`config.mk`:
```
export PLATFORM = sky130hd
export DESIGN_NAME = spi_slave_word_flat
export DESIGN_NICKNAME = d
export VERILOG_FILES = /design/src/rtl/spi_pkg.sv /design/src/rtl/spi_slave_word_if.sv /design/src/rtl/spi_sync.sv /design/src/rtl/spi_slave_word.sv /design/src/flat_wrapper.sv
export SDC_FILE = /design/constraint.sdc
export NUM_CORES = 1
export LEC_CHECK = 0
export ABC_AREA = 0
export BUFFER_PORTS_ARGS = -buffer_cell sky130_fd_sc_hd__buf_2
export CELL_PAD_IN_SITES_DETAIL_PLACEMENT = 0
export CELL_PAD_IN_SITES_GLOBAL_PLACEMENT = 2
export CORE_MARGIN = 2
export CORE_UTILIZATION = 40
export CTS_CLUSTER_SIZE = 30
export DETAILED_ROUTE_END_ITERATION = 6
export HOLD_SLACK_MARGIN = 0.08
export PLACE_DENSITY = 0.89
export SLEW_MARGIN = 20
export SYNTH_ARGS = -nofsm -noshare
export SYNTH_HDL_FRONTEND = slang
export SYNTH_SLANG_ARGS = --single-unit
```
`constraint.sdc`:
```
create_clock -name clk -period 2.6 [get_ports clk]
set_input_delay 0.52 -clock clk [delete_from_list [all_inputs] [get_ports clk]]
set_output_delay 0.52 -clock clk [all_outputs]
set_load 0.03 [all_outputs]
```
`src/rtl/spi_pkg.sv`:
```
// Shared constants and helpers for the word-oriented SPI slave.
package spi_pkg;

  localparam logic [1:0] SPI_MODE0 = 2'b00;
  localparam logic [1:0] SPI_MODE1 = 2'b01;
  localparam logic [1:0] SPI_MODE2 = 2'b10;
  localparam logic [1:0] SPI_MODE3 = 2'b11;

  // Modes 0 and 3 sample on the rising SCK edge, modes 1 and 2 on the falling one.
  function automatic logic spi_sample_on_rise(input logic cpol, input logic cpha);
    return ~(cpol ^ cpha);
  endfunction

  function automatic int spi_cnt_w(input int data_w);
    return $clog2(data_w + 1);
  endfunction

endpackage

```
`src/rtl/spi_slave_word_if.sv`:
```
// Word-level transmit/receive handshake between the SPI slave and the on-chip data path.
interface spi_slave_word_if #(
  parameter int DATA_W = 8
);
  logic [DATA_W-1:0] tx_data;
  logic              tx_valid;
  logic              tx_ready;
  logic [DATA_W-1:0] rx_data;
  logic              rx_valid;
  logic              tx_underrun;

  modport slave (
    input  tx_data, tx_valid,
    output tx_ready, rx_data, rx_valid, tx_underrun
  );

  modport master (
    output tx_data, tx_valid,
    input  tx_ready, rx_data, rx_valid, tx_underrun
  );
endinterface

```
`src/rtl/spi_sync.sv`:
```
// Multi-stage synchroniser for one asynchronous pin, with edge pulses derived from
// the synchronised level and its one-cycle history.
module spi_sync #(
  parameter int STAGES  = 3,
  parameter bit RST_VAL = 1'b0
) (
  input  logic clk,
  input  logic rst_n,
  input  logic d,
  output logic q,
  output logic rise,
  output logic fall
);

  logic [STAGES-1:0] sync_r;
  logic              hist_r;

  // Synchroniser chain plus history flop for edge detection.
  always_ff @(posedge clk or negedge rst_n) begin
    if (!rst_n) begin
      sync_r <= {STAGES{RST_VAL}};
      hist_r <= RST_VAL;
    end else begin
      sync_r <= {sync_r[STAGES-2:0], d};
      hist_r <= sync_r[STAGES-1];
    end
  end

  assign q    = sync_r[STAGES-1];
  assign rise = sync_r[STAGES-1] & ~hist_r;
  assign fall = ~sync_r[STAGES-1] & hist_r;

endmodule

```
`src/rtl/spi_slave_word.sv`:
```
// Full-duplex, word-oriented SPI slave supporting all CPOL/CPHA modes; SPI pins are
// oversampled in the clk domain, tx words pass through a one-deep holding register.
module spi_slave_word
  import spi_pkg::*;
#(
  parameter int              DATA_W      = 8,
  parameter bit              CPOL        = 1'b0,
  parameter bit              CPHA        = 1'b0,
  parameter int              SYNC_STAGES = 3,
  parameter bit              MSB_FIRST   = 1'b1,
  parameter logic [DATA_W-1:0] IDLE_FILL = '0
) (
  input  logic               clk,
  input  logic               rst_n,
  input  logic               sck,
  input  logic               ss_n,
  input  logic               mosi,
  output logic               miso,
  output logic               miso_oe,
  output logic               busy,
  spi_slave_word_if.slave    bus
);

  localparam int               CNT_W       = spi_cnt_w(DATA_W);
  localparam logic [CNT_W-1:0] LAST_BIT    = CNT_W'(DATA_W - 1);
  localparam logic [CNT_W-1:0] CNT_ONE     = CNT_W'(1);
  localparam bit               SAMPLE_RISE = spi_sample_on_rise(CPOL, CPHA);

  function automatic logic out_bit(input logic [DATA_W-1:0] w);
    return MSB_FIRST ? w[DATA_W-1] : w[0];
  endfunction

  logic sck_q_s, sck_rise_s, sck_fall_s;
  logic ss_q_s, ss_rise_s, ss_fall_s;
  logic mosi_q_s, mosi_rise_s, mosi_fall_s;
  logic unused_s;

  spi_sync #(.STAGES(SYNC_STAGES), .RST_VAL(CPOL)) u_sync_sck (
    .clk(clk), .rst_n(rst_n), .d(sck), .q(sck_q_s), .rise(sck_rise_s), .fall(sck_fall_s)
  );

  spi_sync #(.STAGES(SYNC_STAGES), .RST_VAL(1'b1)) u_sync_ss (
    .clk(clk), .rst_n(rst_n), .d(ss_n), .q(ss_q_s), .rise(ss_rise_s), .fall(ss_fall_s)
  );

  spi_sync #(.STAGES(SYNC_STAGES), .RST_VAL(1'b0)) u_sync_mosi (
    .clk(clk), .rst_n(rst_n), .d(mosi), .q(mosi_q_s), .rise(mosi_rise_s), .fall(mosi_fall_s)
  );

  assign unused_s = ^{sck_q_s, ss_rise_s, mosi_rise_s, mosi_fall_s};

  logic [CNT_W-1:0]  bit_cnt_r;
  logic [DATA_W-1:0] rx_sr_r;
  logic [DATA_W-1:0] rx_data_r;
  logic              rx_valid_r;
  logic [DATA_W-1:0] tx_sr_r;
  logic              reload_pend_r;
  logic              miso_r;
  logic              underrun_r;
  logic [DATA_W-1:0] hold_r;
  logic              hold_empty_r;

  logic              sel_s;
  logic              rise_s, fall_s;
  logic              sample_s, shift_edge_s, lead_s;
  logic              load_s, shift_s, take_s, wrap_s;
  logic [DATA_W-1:0] load_word_s;
  logic [DATA_W-1:0] rx_nxt_s;
  logic [DATA_W-1:0] tx_sr_nxt_s;

  // Edge qualification: SCK activity only counts while the slave is selected.
  always_comb begin
    sel_s        = ~ss_q_s;
    rise_s       = sck_rise_s & sel_s;
    fall_s       = sck_fall_s & sel_s;
    sample_s     = SAMPLE_RISE ? rise_s : fall_s;
    shift_edge_s = SAMPLE_RISE ? fall_s : rise_s;
    lead_s       = CPOL ? fall_s : rise_s;
    wrap_s       = sample_s & (bit_cnt_r == LAST_BIT);
  end

  // Tx word load decision; CPHA=0 needs the first bit on the pin before any SCK edge.
  always_comb begin
    load_s = 1'b0;
    if (CPHA == 1'b0) begin
      load_s = ss_fall_s | (shift_edge_s & reload_pend_r);
    end else begin
      load_s = lead_s & (bit_cnt_r == {CNT_W{1'b0}});
    end
    shift_s     = shift_edge_s & ~load_s;
    take_s      = bus.tx_valid & hold_empty_r;
    load_word_s = hold_empty_r ? IDLE_FILL : hold_r;
  end

  // Next-state values of the rx and tx shift registers.
  always_comb begin
    rx_nxt_s    = rx_sr_r;
    tx_sr_nxt_s = tx_sr_r;
    if (MSB_FIRST) begin
      rx_nxt_s = {rx_sr_r[DATA_W-2:0], mosi_q_s};
    end else begin
      rx_nxt_s = {mosi_q_s, rx_sr_r[DATA_W-1:1]};
    end
    if (load_s) begin
      tx_sr_nxt_s = load_word_s;
    end else if (shift_s) begin
      if (MSB_FIRST) begin
        tx_sr_nxt_s = {tx_sr_r[DATA_W-2:0], 1'b0};
      end else begin
        tx_sr_nxt_s = {1'b0, tx_sr_r[DATA_W-1:1]};
      end
    end else begin
      tx_sr_nxt_s = tx_sr_r;
    end
  end

  // Receive path: bit counter, assembly register and completed-word strobe.
  always_ff @(posedge clk or negedge rst_n) begin
    if (!rst_n) begin
      bit_cnt_r  <= {CNT_W{1'b0}};
      rx_sr_r    <= {DATA_W{1'b0}};
      rx_data_r  <= {DATA_W{1'b0}};
      rx_valid_r <= 1'b0;
    end else begin
      rx_valid_r <= wrap_s;
      if (!sel_s) begin
        bit_cnt_r <= {CNT_W{1'b0}};
        rx_sr_r   <= {DATA_W{1'b0}};
      end else if (sample_s) begin
        rx_sr_r <= rx_nxt_s;
        if (wrap_s) begin
          bit_cnt_r <= {CNT_W{1'b0}};
          rx_data_r <= rx_nxt_s;
        end else begin
          bit_cnt_r <= bit_cnt_r + CNT_ONE;
        end
      end
    end
  end

  // Transmit path: a deselect drops whatever word is in flight.
  always_ff @(posedge clk or negedge rst_n) begin
    if (!rst_n) begin
      tx_sr_r       <= {DATA_W{1'b0}};
      reload_pend_r <= 1'b0;
      miso_r        <= 1'b0;
      underrun_r    <= 1'b0;
    end else begin
      underrun_r <= load_s & hold_empty_r;
      if (!sel_s) begin
        tx_sr_r       <= {DATA_W{1'b0}};
        reload_pend_r <= 1'b0;
        miso_r        <= 1'b0;
      end else begin
        tx_sr_r <= tx_sr_nxt_s;
        miso_r  <= out_bit(tx_sr_nxt_s);
        if (wrap_s) begin
          reload_pend_r <= 1'b1;
        end else if (load_s) begin
          reload_pend_r <= 1'b0;
        end
      end
    end
  end

  // Holding register: a handshake only happens when empty, so a same-cycle load sees it empty.
  always_ff @(posedge clk or negedge rst_n) begin
    if (!rst_n) begin
      hold_r       <= {DATA_W{1'b0}};
      hold_empty_r <= 1'b1;
    end else if (take_s) begin
      hold_r       <= bus.tx_data;
      hold_empty_r <= 1'b0;
    end else if (load_s) begin
      hold_empty_r <= 1'b1;
    end
  end

  assign miso            = miso_r;
  assign miso_oe         = sel_s;
  assign busy            = sel_s;
  assign bus.tx_ready    = hold_empty_r;
  assign bus.rx_data     = rx_data_r;
  assign bus.rx_valid    = rx_valid_r;
  assign bus.tx_underrun = underrun_r;

endmodule

```
`src/flat_wrapper.sv`:
```
// flat-port wrapper written by rule: the top's interface ports become plain ports
module spi_slave_word_flat import spi_pkg::*;
#(
  parameter int              DATA_W      = 8,
  parameter bit              CPOL        = 1'b0,
  parameter bit              CPHA        = 1'b0,
  parameter int              SYNC_STAGES = 3,
  parameter bit              MSB_FIRST   = 1'b1,
  parameter logic [DATA_W-1:0] IDLE_FILL = '0
)
  (clk, rst_n, sck, ss_n, mosi, miso, miso_oe, busy, bus_tx_data, bus_tx_valid, bus_tx_ready, bus_rx_data, bus_rx_valid, bus_tx_underrun);
  spi_slave_word_if #(.DATA_W(DATA_W)) bus_i ();
  input  logic clk;
  input  logic rst_n;
  input  logic sck;
  input  logic ss_n;
  input  logic mosi;
  output logic miso;
  output logic miso_oe;
  output logic busy;
  input wire logic [$bits(bus_i.tx_data)-1:0] bus_tx_data;
  input wire logic [$bits(bus_i.tx_valid)-1:0] bus_tx_valid;
  output wire logic [$bits(bus_i.tx_ready)-1:0] bus_tx_ready;
  output wire logic [$bits(bus_i.rx_data)-1:0] bus_rx_data;
  output wire logic [$bits(bus_i.rx_valid)-1:0] bus_rx_valid;
  output wire logic [$bits(bus_i.tx_underrun)-1:0] bus_tx_underrun;
  assign bus_i.tx_data = bus_tx_data;
  assign bus_i.tx_valid = bus_tx_valid;
  assign bus_tx_ready = bus_i.tx_ready;
  assign bus_rx_data = bus_i.rx_data;
  assign bus_rx_valid = bus_i.rx_valid;
  assign bus_tx_underrun = bus_i.tx_underrun;
  spi_slave_word #(.DATA_W(DATA_W), .CPOL(CPOL), .CPHA(CPHA), .SYNC_STAGES(SYNC_STAGES), .MSB_FIRST(MSB_FIRST), .IDLE_FILL(IDLE_FILL)) u_core (.clk(clk), .rst_n(rst_n), .sck(sck), .ss_n(ss_n), .mosi(mosi), .miso(miso), .miso_oe(miso_oe), .busy(busy), .bus(bus_i));
endmodule
```
Yosys cells after proc, flatten, opt, wreduce, memory -nomap -nowiden:

Index checks and enable logic that the tools add are counted.
W data, S select, Z words.

* add/sub/neg operators: 1
* equality and inequality tests: 1
* multiplexer cells: 15
* bitwise logic cells: 15
* reduce and logical (&&, ||, !) cells: 5

Operators by type and width (number)
* $mux W8: 4
* $mux W7: 2
* $mux W4: 3
* $and A1 B1 Y1: 10
* $mux W1: 6
* $reduce_bool A3 Y1: 2
* $add A4 B1 Y4 const B: 1
* $eq A4 B3 Y1 const B: 1
* $not A1 Y1: 4
* $reduce_bool A2 Y1: 2
* $reduce_and A3 Y1: 1
* $or A1 B1 Y1: 1

* register bits after elaboration: 51
* bits of input ports: 14

Depth between registers and ports, before layout:

Gate-level depths: netlist of run 1.

* depth after elaboration: 10
* gate-level depth with buffers: 5
* depth with buffers taken out: 4

By module:

From an unflattened synthesis of run 1, not the netlist that was laid out.

* cells, all modules: 145
* area total of the unflattened synthesis: 2031.9 um2

Modules (own cells, without submodules)
* spi_slave_word: times used 1, cells an instance 127, area an instance 1681.6 um2, seq. area each 977.2 um2
* spi_sync at u_core.u_sync_mosi ...: times used 2, cells an instance 6, area an instance 115.1 um2, seq. area each 100.1 um2
* spi_sync at u_core.u_sync_ss: times used 1, cells an instance 6, area an instance 120.1 um2, seq. area each 105.1 um2

Worst setup path after synthesis of run 1:

Ideal clock, no wire load.

* path kind: register to output
* from: reg u_core.u_sync_ss.sync_r[2]
* to: out miso_oe
* data arrival time: 1.436 ns
* required time: 2.080 ns
* path slack: 0.644 ns
* stages on the path, launching flop included: 5
* buffers on the path: 3
* cells stage by stage: dfstp_2 -> clkbuf_1 -> clkbuf_1 -> inv_1 -> buf_4

* longest elaborated chain between the ends: 1

Ends and longest elaborated chain
* from (decl): line spi_sync.sv:15 `logic [STAGES-1:0] sync_r;`
* from (signal assigned): line spi_sync.sv:21 `sync_r <= {STAGES{RST_VAL}};`
* from (signal assigned): line spi_sync.sv:24 `sync_r <= {sync_r[STAGES-2:0], d};`
* $not A1 Y1 (no line)
* to (decl): line flat_wrapper.sv:19 `output logic miso_oe;`

Every way passes these cells.

Final worst setup path of run 1:

* from: reg u_core.u_sync_ss.sync_r[2]
* to: out busy

* longest elaborated chain between the ends: 1

Ends and longest elaborated chain
* $not A1 Y1 (no line)
* to (decl): line flat_wrapper.sv:20 `output logic busy;`

Every way passes these cells.

==> results of run 1 <==
==> where the power goes <==
group          switching, mW  internal [mW]
logic                 0.0743         0.0656
registers             0.0397          0.841
clock network          0.239          0.215
total                  0.353           1.12
==> logic make-up after synthesis <==
| logic type | count (synthesis) | synth area share, % |
|---|---|---|
| and+or+nand+nor | 62 | 13.39 |
| DFF | 50 | 63.17 |
| AOI/OAI and AO/OA | 28 | 8.422 |
| muxes | 17 | 11.13 |
| buffers and inverters | 12 | 2.829 |
| xor gates and xnor gates | 1 | 0.4401 |
| adders and majority gates | 1 | 0.6284 |
==> layout make-up <==
cell class | count | area [um2] | share of cell area [%]
clock buffer | 7 | 86.33 | 3.802
clock inverter | 1 | 5.005 | 0.2204
inverter | 3 | 11.26 | 0.4959
multi-input combinational | 109 | 676.9 | 29.81
sequential | 50 | 1257 | 55.37
tap | 67 | 83.83 | 3.691
timing repair buffer | 29 | 150.1 | 6.612
==> path summary, 6_finish.rpt <==
kind | start | slack [ns] | depth (start not counted) | endpoint
max | u_core.u_sync_ss.sync_r[2] | 0.65 | 2 | busy
min | rst_n | 0.25 | 1 | u_core.bit_cnt_r[2]
max reg2reg | u_core.u_sync_sck.hist_r | 0.77 | 3 | u_core.bus.rx_data[3]
min reg2reg | u_core.u_sync_mosi.sync_r[0] | 0.35 | 0 | u_core.u_sync_mosi.sync_r[1]
max in group asynchronous | rst_n | 1.66 | 2 | u_core.u_sync_ss.sync_r[1]
min in group clk | ss_n | 0.31 | 1 | u_core.u_sync_ss.sync_r[0]
==> through the flow <==
stage	cells	utilization, %
floorplan	171	-
global placement	258	45.84
detailed placement	258	45.84
CTS	266	47.76
global route	266	47.76
finish	266	47.76
==> per-layer routing <==
layer  vias up  track usage (%)  wire (um)
met1       600            16.93       1461
li1        625                -          -
met2        45            23.99       1604
met4         0            5.357         56
met3         6            4.201        192
met5         -                0          0
==> registers in the layout, indices dropped and copies added (netlist names), 3 cells and up <==
name	cells
u_core.u_sync_sck.sync_r	3
u_core.hold_r	8
u_core.u_sync_ss.sync_r	3
u_core.u_sync_mosi.sync_r	3
u_core.rx_sr_r	7
u_core.bus.rx_data	8
u_core.tx_sr_r	8
u_core.bit_cnt_r	4
==> worst max-delay path: cells and delay by family, from the launching register on <==
kind                   cells  cell delay [ns]
buffers and inverters      2             0.28
flip-flops                 1             0.83
==> Yosys cell counts <==
master	count
or3_1	2
nor2b_2	1
mux2_2	9
nand2_1	29
clkinv_1	1
inv_1	2
nor2_1	21
dfrtp_1	45
buf_6	1
a21oi_1	18
ha_1	1
nand3b_1	1
o31ai_1	6
or4_1	1
xor2_1	1
mux2_4	8
a32o_1	1
clkbuf_1	7
o21ai_0	2
a211oi_2	1
nor3_1	2
nand2b_1	2
dfstp_2	5
buf_4	1
or3b_1	1
nand3_1	1
nor2b_1	1
==> impl_metrics.json, run 1 <==
{
  "status": "finished, final reports clean",
  "io_buffer_count": 27,
  "max_stage_delay_ns": 0.83,
  "place_congestion": 0.7459,
  "ios": 28,
  "max_freq_ghz": 0.5138,
  "routedWlPerCell_um": 12.46,
  "maxSlewViolCount": 0,
  "hold_viol_final": 0,
  "synth-seq-cells": 50,
  "max_slew.worst_pin.slew_ns": 0.7249,
  "final_common_cell": "dfrtp_1",
  "dpl_cell_area_um2": 2180,
  "synth.area.top_cells": "dfrtp_1, dfstp_2, mux2_4, nand2_1, mux2_2",
  "clk_pin_slew_ns": 0.08,
  "fin_crit_sh_pct": 74.86,
  "avgSynthCellArea_um2": 11.64,
  "crit_path_max_fanout": 26,
  "die_area_um2": 5557,
  "ys_seq_area_share_pct": 63.17,
  "vdd_drop_max_mv": 0.3209,
  "root_buffer": "clkbuf_8",
  "track_usage_pct": 14.12,
  "synth_area_um2": 1991,
  "rsz0062_at_grt": "no",
  "required_ns": 2.08,
  "num_vias": 1276,
  "grt_pass1_wl_um": 5982,
  "remaining_drc_errors": 0,
  "cts_setup_buffers": 0,
  "cts_hold_buf": 0,
  "first_iter_violations": 74,
  "p_leak_nw": 1.085,
  "grt_pass1_vias": 1324,
  "period_needed_ns": 1.946,
  "routed_via_density": 4.797,
  "yosys_warnings": 0,
  "worst_slack_ns": 0.6536,
  "h-tree-depth": 2,
  "layout_common_cells": "dfrtp_1, nand2_1, buf_2",
  "fin_hold_ws_ns": 0.2536,
  "rows": 25,
  "antenna_found_initial": 0,
  "fp.dieH_um": 74.55,
  "fin_nets": 213,
  "drive_gt1_share_pct": 30.15,
  "fill_cells": 460,
  "setup_violations": 0,
  "core_um2": 4755,
  "cts_tree": "built",
  "dr.pass1.iters": 4,
  "insertedDiodeCount": 0,
  "synth_top_cell_area_share_pct": 56.57,
  "crit_type": "reg2out",
  "power.density_nw_per_um2": 649.5,
  "dieWidth_um": 74.55,
  "clock_sinks": 50,
  "finalPower_mw": 1.475,
  "grt_max_degree": 33,
  "clkLatencyLatePin_ns": 0.30,
  "cts_resized": 0,
  "tns_ns": 0,
  "pre_cts_ws_ns": 0.7505,
  "end_kind": "primary output",
  "cts_made_buffers": 5,
  "start_kind": "flop",
  "syn_inst": 171,
  "dpl.hpwl_um": 2415,
  "drt-total-wl_um": 3315,
  "overflow": 0,
  "syn_nets": 186,
  "cts.path.max_buffers": 2,
  "hold_class": "in2async",
  "slew_headroom_pct": 51.30,
  "slowest_stage": "dfstp_2",
  "synth_area_leader_cell": "dfrtp_1",
  "synth.distinct_cells": 27,
  "worstPathArrival_ns": 1.43,
  "postLayoutCellArea_um2": 2271,
  "skew_ns": 0.005919,
  "cap_violations": 0,
  "start_util_pct": 41.87,
  "syn2layout_area_growth_pct": 14.08,
  "ant_nets": 0,
  "worstPathCellList": "inv_1, buf_2"
}
Power figures use the tool's default switching activity.
==> inputs of run 2 (changes only) <==
ABC_AREA = 1   (was 0)
CORE_UTILIZATION = 35   (was 40)
PLACE_DENSITY = 0.84   (was 0.89)
clock period = 1.84 ns   (was 2.6 ns; I/O delays follow)
==> run 2 against run 1 <==
Effect of this change: register-to-register slack worse by 0.24 ns; utilization is 5.2 points lower; routed wire length is 6.0% higher; critical path depth stayed put; worst hold slack worse by 0.094 ns; sequential power is 46% higher; critical path type unchanged; largest cell class unchanged.
==> impl_metrics.json, run 2 <==
{
  "power.density_nw_per_um2": 1009,
  "setup_violations": 0,
  "synth_most_common_cell": "nand2_1",
  "num_vias": 1355,
  "synth-seq-cells": 50,
  "drt-total-wl_um": 3515,
  "ant_nets": 0,
  "drive_gt1_share_pct": 24.27,
  "track_usage_pct": 12.96,
  "rows": 27,
  "comb_power_share_pct": 11.5,
  "h-tree-depth": 2,
  "syn_inst": 203,
  "crit_path_max_fanout": 8,
  "grt_pass1_vias": 1370,
  "netlist_top_cells_count": "nand2_1, dfrtp_1, inv_1, o21ai_2, o22ai_1",
  "start_util_pct": 35.99,
  "reg2reg_to": "u_core.reload_pend_r",
  "status": "finished, final reports clean",
  "overflow": 0,
  "clkLatencyLatePin_ns": 0.30,
  "hold_depth": 1,
  "root_buffer": "clkbuf_8",
  "place_congestion": 0.7074,
  "power.switching_mw": 0.6266,
  "maxSlewViolCount": 0,
  "tns_ns": 0,
  "hp-start": "ss_n",
  "cts_resized": 0,
  "dr.pass1.iters": 4,
  "start_kind": "flop",
  "yosys_warnings": 0,
  "core_um2": 5473,
  "die_area_um2": 6243,
  "fin_nets": 253,
  "synth.distinct_cells": 24,
  "crit_type": "reg2out",
  "antenna_found_initial": 0,
  "clockPowerShare_pct": 33.7,
  "rr_startpoint": "u_core.u_sync_ss.sync_r[2]",
  "fp.dieH_um": 79.01,
  "holdPathEnd": "u_core.u_sync_ss.sync_r[0]",
  "cts_made_buffers": 5,
  "first_iter_violations": 98,
  "cts_tree": "built",
  "r2r_cells": 5,
  "fin_crit_sh_pct": 83.12,
  "max_freq_ghz": 0.6539,
  "regToRegSetupSlack_ns": 0.53,
  "p_leak_nw": 1.258,
  "period_needed_ns": 1.529,
  "stdcell_count": 311,
  "required_ns": 1.47,
  "synth_area_um2": 1969,
  "synth_area_leader_cell": "dfrtp_1",
  "fill_cells": 555,
  "grt_max_degree": 25,
  "ys_seq_area_share_pct": 63.85,
  "routed_via_density": 4.357,
  "ios": 28,
  "slew_headroom_pct": 70.40,
  "fin_hold_ws_ns": 0.1600,
  "remaining_drc_errors": 0,
  "numPlacedInstances": 302,
  "clk_pin_slew_ns": 0.09,
  "skew_ns": 0.007276,
  "hold_class": "in2reg",
  "synth.area.top_cells": "dfrtp_1, nand2_1, dfstp_2, o21ai_2, inv_1",
  "p_int_mw": 1.725,
  "syn_nets": 218,
  "swShare_pct": 26.65,
  "synth_edf_count": 0,
  "vdd_drop_max_mv": 0.5280,
  "power_frac_seq_pct": 54.8,
  "layout_common_cells": "nand2_1, dfrtp_1, buf_2",
  "ys.flop_type": "dfrtp_1",
  "routedWlPerCell_um": 11.30,
  "insertedDiodeCount": 0,
  "avgSynthCellArea_um2": 9.701,
  "clock_sinks": 50,
  "worstPathArrival_ns": 1.16,
  "grt_pass1_wl_um": 6375,
  "max_slew.worst_pin.slew_ns": 0.4439,
  "synth_top_cell_area_share_pct": 57.18,
  "hold_viol_final": 0,
  "final_common_cell": "nand2_1",
  "cts.path.max_buffers": 2,
  "rsz0062_at_grt": "no",
  "ys_async_sr_fraction_pct": 100.0,
  "end_kind": "primary output",
  "dpl.hpwl_um": 2539,
  "dieWidth_um": 79.01,
  "syn2layout_area_growth_pct": 18.36,
  "io_buffer_count": 27,
  "cap_violations": 0
}
-- run 2: changes by cell type in the layout (fill, tap and decap cells not counted), sizes merged, moves of 7 or more --
cell   before  now
o22ai       0    7
mux2       17    0
o21ai       2   10
nor2       21    5
inv         2   22
nand2      29   91
a21oi      18    4
-- run 2: cell type report --
type	count	area (um2)	share of cell area [%]
Multi-Input combinational cell	129	608.1	26.09
Clock buffer	5	68.82	2.952
Clock inverter	3	48.80	2.093
Inverter	22	85.08	3.650
Tap cell	72	90.09	3.865
Timing Repair Buffer	30	172.7	7.407
Sequential cell	50	1257	53.95
-- run 2: per-stage QoR --
step                utilization, %  total power, mW  setup WS (ns)  instance area [um2]
floorplan                        -            1.476         0.5986                 1969
global placement             40.26            1.583         0.5329                 2203
detailed placement           40.26            1.585         0.5241                 2203
CTS                          42.59            2.385         0.2974                 2331
global route                 42.59            2.488         0.2638                 2331
finish                       42.59            2.351         0.3106                 2331
-- run 2: power groups by stage --
stage / Combinational (mW) / Sequential, mW / Clock, mW
after global placement: 0.274 / 1.31 / 0
after global routing: 0.320 / 1.30 / 0.865
after detailed placement: 0.274 / 1.31 / 0
after CTS: 0.277 / 1.29 / 0.818
after floorplan: 0.167 / 1.31 / 0
final: 0.271 / 1.29 / 0.792
-- run 2: layer usage --
| metal | vias up | wire length, um | GRT usage (%) |
|---|---|---|---|
| li1 | 704 | - | - |
| met1 | 621 | 1740 | 17.01 |
| met2 | 28 | 1614 | 21.27 |
| met3 | 2 | 130 | 3.409 |
| met4 | 0 | 29 | 3.621 |
| met5 | - | 0 | 0 |
-- run 2: how the worst max path moves through the flow --
stage	startpoint	endpoint	slack (ns)	cells after the start
after floorplan	u_core.u_sync_ss.sync_r[2]	u_core.reload_pend_r	0.60	6
after CTS	u_core.u_sync_ss.sync_r[2]	miso_oe	0.30	2
after global routing	u_core.u_sync_ss.sync_r[2]	miso_oe	0.26	2
after global placement	u_core.u_sync_ss.sync_r[2]	u_core.bus.rx_data[2]	0.53	6
final	u_core.u_sync_ss.sync_r[2]	miso_oe	0.31	2
after detailed placement	bus_tx_valid	u_core.hold_r[6]	0.52	5
-- run 2: cell families after synthesis --
| group | share of synthesized area [%] |
|---|---|
| adder cells (fa/ha/maj) | 0.6352 |
| flip-flops | 63.85 |
| AND/OR/NAND/NOR | 21.67 |
| buffers and inverters | 5.273 |
| AO/OA/AOI/OAI | 7.687 |
| XOR/XNOR | 0.8896 |
-- run 2: repair_timing --
action / in CTS / in global routing
hold buffers: 1 / 0
setup buffers: 0 / 0
hold endpoints to repair: 15 / 0
-- run 2: critical path: stages (launching register included) --
cell,delay [ns]
dfstp_2,0.60
inv_4,0.07
buf_2,0.19
